===== src/rtl/online_negate_sequencer.sv =====
// Digit-serial operand scheduler: round-robin arbitration between two requesters,
// optional per-digit negation at capture, MSD-first streaming over valid/ready.
module online_negate_sequencer #(
    parameter int no_of_digits = 4,
    parameter int radix_bits   = 3,
    parameter int radix        = 4
) (
    input  logic                                 clk,
    input  logic                                 rst_n,
    input  logic                                 req_a,
    input  logic                                 neg_a,
    input  logic [no_of_digits*radix_bits-1:0]   x_a,
    output logic                                 ack_a,
    input  logic                                 req_b,
    input  logic                                 neg_b,
    input  logic [no_of_digits*radix_bits-1:0]   x_b,
    output logic                                 ack_b,
    input  logic                                 abort,
    output logic                                 out_valid,
    input  logic                                 out_ready,
    output logic [radix_bits-1:0]                out_digit,
    output logic [((no_of_digits > 1) ? $clog2(no_of_digits) : 1)-1:0] out_idx,
    output logic                                 out_last,
    output logic                                 out_src,
    output logic                                 busy
);

    localparam int IDX_W = (no_of_digits > 1) ? $clog2(no_of_digits) : 1;
    localparam logic [IDX_W-1:0] LAST_IDX = IDX_W'(no_of_digits - 1);

    // radix only documents the digit set; an illegal value leaves a visible marker
    if (radix < 2) begin : g_radix_unsupported
        logic radix_unsupported;
        assign radix_unsupported = 1'b1;
    end

    typedef enum logic {IDLE, STREAM} state_t;

    state_t state, state_next;

    logic [radix_bits-1:0]              digits [no_of_digits];
    logic                               ptr;
    logic                               any_req;
    logic                               grant;
    logic                               at_lsd;
    logic                               capture;
    logic [no_of_digits*radix_bits-1:0] x_sel;
    logic                               neg_sel;

    always_comb begin
        any_req = req_a | req_b;
        // ptr holds the last grant (1 = B); with both requesting, the other side wins
        grant   = req_b & (~req_a | ~ptr);
        at_lsd  = (out_idx == '0);
        capture = ~abort & any_req &
                  ((state == IDLE) | ((state == STREAM) & out_ready & at_lsd));
        x_sel   = grant ? x_b : x_a;
        neg_sel = grant ? neg_b : neg_a;
    end

    always_ff @(posedge clk or negedge rst_n) begin
        if (!rst_n) state <= IDLE;
        else        state <= state_next;
    end

    always_comb begin
        state_next = state;
        if (abort)
            state_next = IDLE;
        else if (capture)
            state_next = STREAM;
        else if ((state == STREAM) && out_ready && at_lsd)
            state_next = IDLE;
    end

    always_ff @(posedge clk or negedge rst_n) begin
        if (!rst_n) begin
            for (int unsigned i = 0; i < no_of_digits; i++) digits[i] <= '0;
            out_idx <= '0;
            out_src <= 1'b0;
            ptr     <= 1'b1;
        end else if (abort) begin
            out_idx <= '0;
        end else if (capture) begin
            for (int unsigned i = 0; i < no_of_digits; i++) begin
                if (neg_sel) digits[i] <= '0 - x_sel[i*radix_bits +: radix_bits];
                else         digits[i] <= x_sel[i*radix_bits +: radix_bits];
            end
            out_idx <= LAST_IDX;
            out_src <= grant;
            ptr     <= grant;
        end else if ((state == STREAM) && out_ready && !at_lsd) begin
            out_idx <= out_idx - 1'b1;
        end
    end

    always_comb begin
        busy      = (state == STREAM);
        out_valid = busy;
        out_last  = busy & at_lsd;
        out_digit = busy ? digits[out_idx] : '0;
        ack_a     = capture & ~grant;
        ack_b     = capture & grant;
    end

endmodule


===== config.mk =====
export PLATFORM = sky130hd
export DESIGN_NAME = online_negate_sequencer
export DESIGN_NICKNAME = d
export VERILOG_FILES = /design/src/rtl/online_negate_sequencer.sv
export SDC_FILE = /design/constraint.sdc
export NUM_CORES = 1
export LEC_CHECK = 0
export ABC_AREA = 1
export BUFFER_PORTS_ARGS = -buffer_cell sky130_fd_sc_hd__buf_4
export CAP_MARGIN = 25
export CORE_MARGIN = 2
export CORE_UTILIZATION = 45
export DETAILED_ROUTE_END_ITERATION = 8
export GPL_ROUTABILITY_DRIVEN = 1
export HOLD_SLACK_MARGIN = 0.02
export PLACE_DENSITY_LB_ADDON = 0.25
export SLEW_MARGIN = 10
export SYNTH_ARGS = -nofsm -noshare
export SYNTH_HDL_FRONTEND = slang
export SYNTH_SLANG_ARGS = --single-unit

===== constraint.sdc =====
create_clock -name clk -period 1.7 [get_ports clk]
set_clock_uncertainty 0.2 [all_clocks]
set_input_delay 0.085 -clock clk [delete_from_list [all_inputs] [get_ports clk]]
set_output_delay 0.085 -clock clk [all_outputs]
set_load 0.1 [all_outputs]

==> flow_summary.ini, run 1 <==
[clocking]
clock_path_buffers = 2
htreeDepth = 1
clock-root-buffer = clkbuf_4
clkSinkCount = 17
cts_buffers = 3

[synthesis]
synth-edff-count = 0
async_flop_share = 1.00
yosys-top-cells-count = nand2_1 (78), inv_1 (31), nand3_1 (24), dfrtp_1 (16), nor2_1 (13)
yosysTopAreaCellShare = 0.309
ys_ff_latch = 17
synth-main-ff-cell = dfrtp_1
yosys-top-cells-area = dfrtp_1 (31%), nand2_1 (23%), nand3_1 (9.3%)
yosysMostFrequentCell = nand2_1
synth.distinct_cells = 17
yosysSeqAreaShare = 0.329
syn_area_um2 = 1290
syn_avg_cell_area_um2 = 6.23
yosysWarnings = 0
syn-num-nets = 245
post-synth-top-area-cell = dfrtp_1
syn_inst = 208

[placement]
dp_cells = 287
portBuffers = 42
dpl.hpwl_mm = 2.47
place_congestion = 0.887
post-place-ws_ns = -0.200

[run_status]
haltStage = global routing (5_1_grt)
status = did not finish
error = [ERROR DPL-0033] detailed placement checks failed during check placement.

[floorplan]
die_h_um = 57.6
ioPinCount = 43
start_util = 0.474
die_w_um = 57.6
rows = 19

[global_routing]
grt_max_degree = 17
antenna_found_initial = 0

[timing]
worstEpCategory = primary output
crit_endpoint = ack_b
==> stage by stage <==
step	hold slack [ns]	cell area, um2
3_5_place_dp	-0.237	1830
4_1_cts	-0.241	2370
2_1_floorplan	-0.411	1450
3_3_place_gp	-0.243	1830
==> cell families after synthesis <==
logic type,after synthesis,synth area share
simple gates,122,0.394
buf+inv,41,0.139
flops,17,0.329
compound gates,23,0.0889
fa+ha+maj,5,0.0483
==> what timing repair did <==
action                                 in CTS
setup endpoints to repair                  14
gates resized for setup                    73
endpoints found under the hold margin      27
cloned                                      2
pin swaps                                  27
buffers inserted                           14
hold buffers                               11
==> run 2: changes to the inputs <==
--- a/config.mk
+++ b/config.mk
@@ -8,12 +8,11 @@
 export ABC_AREA = 1
 export BUFFER_PORTS_ARGS = -buffer_cell sky130_fd_sc_hd__buf_4
 export CAP_MARGIN = 25
-export CORE_MARGIN = 2
-export CORE_UTILIZATION = 45
+export CORE_AREA = 2 2 63 65
 export DETAILED_ROUTE_END_ITERATION = 8
+export DIE_AREA = 0 0 65 67
 export GPL_ROUTABILITY_DRIVEN = 1
-export HOLD_SLACK_MARGIN = 0.02
-export PLACE_DENSITY_LB_ADDON = 0.25
+export PLACE_DENSITY_LB_ADDON = 0.15
 export SLEW_MARGIN = 10
 export SYNTH_ARGS = -nofsm -noshare
 export SYNTH_HDL_FRONTEND = slang
==> constraint.sdc (replaced) <==
create_clock -name clk -period 2.2 [get_ports clk]
set_clock_uncertainty 0.2 [all_clocks]
set_input_delay 0.11 -clock clk [delete_from_list [all_inputs] [get_ports clk]]
set_output_delay 0.11 -clock clk [all_outputs]
set_load 0.1 [all_outputs]
==> flow_summary.ini, run 2 <==
[synthesis]
yosysWarnings = 0
yosysTopAreaCellShare = 0.309
yosysSeqAreaShare = 0.329
syn_inst = 208
synth-main-ff-cell = dfrtp_1
async_flop_share = 1.00
yosys-top-cells-area = dfrtp_1 (31%), nand2_1 (23%), nand3_1 (9.3%)
syn_avg_cell_area_um2 = 6.23
post-synth-top-area-cell = dfrtp_1
yosysMostFrequentCell = nand2_1
synth.distinct_cells = 17
ys_ff_latch = 17
syn_area_um2 = 1290
syn-num-nets = 245
synth-edff-count = 0
yosys-top-cells-count = nand2_1 (78), inv_1 (31), nand3_1 (24), dfrtp_1 (16), nor2_1 (13)

[timing]
tightest_slew_ns = 0.378
min_period_ns = 2.03
setup_ws_ns = 0.174
setup-violations-final = 0
hold_slack_ns = 0.0108
slew_headroom = 0.745
slew_violations = 0
rsz0062_at_grt = false
min_period_over_period = 0.921
fmax_mhz = 494
hold_viol = 0

[floorplan]
coreArea_um2 = 3610
die_h_um = 67
ioPinCount = 43
rows = 22
die_w_um = 65
dieArea_um2 = 4360
start_util = 0.359

[cells_and_area]
nets = 289
layout.cells.non_filler = 299
drive_above_1_share = 0.263
top_regs = digits x12, out_idx x2
largest_reg_flops = 12
area_delta_synth_final_pct = 38.5
layout_commonest_cell = nand2_1
final_core_util = 0.497
layout_common_cells = nand2_1 (76), buf_4 (43), inv_1 (29)
final_cell_area_um2 = 1790
largest-register = digits
antennaDiodeCount = 0

[placement]
place_congestion = 0.755
placed_area_um2 = 1710
dpl.hpwl_mm = 2.37
post-place-ws_ns = 0.181
dp_cells = 292
portBuffers = 42

[clocking]
cts_buffers = 3
clk_pin_slew_ns = 0.06
postCtsSetupBuffers = 0
clock_path_buffers = 2
clock-root-buffer = clkbuf_8
insertion_delay_ns = 0.25
clkSinkCount = 17
cts_tree = done
htreeDepth = 1

[power]
irDropWorstVdd_mv = 0.224
seqPwrFrac = 0.316
sw_frac_of_total = 0.467
internal_power_uw = 744
power.switching_uw = 653
p_comb_frac = 0.520
power.leakage_uw = 0.00100
clkPwrFrac = 0.164
power_density_nw_per_um2 = 780

[drt]
routed_wirelength_mm = 3.01
detail_route.wl_per_cell_um = 10.1
drc = 0
drt_iter0_drc = 40
postRouteAntennaNets = 0
avgViaCountPerCell = 4.39
vias = 1313
drt_pass1_iterations = 4

[job]
max-cap-violations = 0

[global_routing]
antenna_found_initial = 0
grt_pass1_wl_mm = 5.07
grt_overflow_total = 0
grt_max_degree = 20
grt_pass1_vias = 1143
grt_usage = 0.150

[setup_path]
crit_path_end_kind = output port
cp-start-kind = flip-flop
worstPathMaxFanout = 19
cp.required_ns = 1.89
worstSetupPathType = reg2out
reg2reg_slack_ns = 0.25
crit_arrival_ns = 1.72

[run_status]
status = finished, final reports clean

[min_path]
hp-class = in2reg
==> run 2: cell counts after synthesis <==
Identical to the previous run, type by type.
==> run 2: critical path, cell delays in order (launching register included) <==
cell     delay, ns
dfrtp_4       0.53
inv_4         0.12
ha_4          0.14
nand2_1       0.05
nand2_2       0.10
nand2_4       0.15
nor2_4        0.14
buf_6         0.22
==> run 2: worst paths after layout <==
| check | startpoint | to | cells past startpoint |
|---|---|---|---|
| setup / recovery | out_idx[0] | ack_a | 7 |
| hold / removal | out_ready | out_idx[0] | 4 |
| setup reg to reg | ptr | digits[5] | 12 |
| hold reg to reg | ptr | ptr | 2 |
| max in group asynchronous | rst_n | ptr | 2 |
| min in group asynchronous | rst_n | out_src | 2 |
==> run 2: repair_timing <==
action,4_1_cts,5_1_grt
endpoints found under the setup margin,0,2
hold endpoints to repair,18,0
hold buffers,3,0
gates resized for setup,0,2
==> run 2: area by class of cell <==
cell class	count	area [um2]
Timing Repair Buffer	47	364
Fill cell	384	1810
Clock buffer	4	45.0
Sequential cell	17	433
Tap cell	48	60.1
Multi-Input combinational cell	150	764
Inverter	33	126
==> run 2: cells by family after synthesis <==
family | count (synthesis) | share of synthesized area
compound gates | 23 | 0.0889
fa+ha+maj | 5 | 0.0483
buf+inv | 41 | 0.139
flops | 17 | 0.329
simple gates | 122 | 0.394
==> run 2: through the flow <==
stage,power (uW),setup TNS (ns)
6_report,1400,0
5_1_grt,1510,0
4_1_cts,1410,0
3_5_place_dp,1170,0
3_3_place_gp,1170,0
2_1_floorplan,1020,-0.00754
==> run 2: per-layer routing <==
layer,track usage,routed length [um],part of all wire,vias to the layer above
met5,0,0,0,-
met4,0.0718,58,0.019,0
met3,0.0118,113,0.038,5
met2,0.238,1300,0.43,30
met1,0.206,1540,0.51,547
li1,-,-,-,731
==> run 2: power by group through the flow <==
stage               Clock (uW)  Sequential (uW)  Combinational, uW
global route               255              452                799
global placement             0              448                722
floorplan                    0              527                488
CTS                        238              441                731
detailed placement           0              447                724
finish                     230              441                727
No activity file was read; power rests on OpenSTA's default activity.
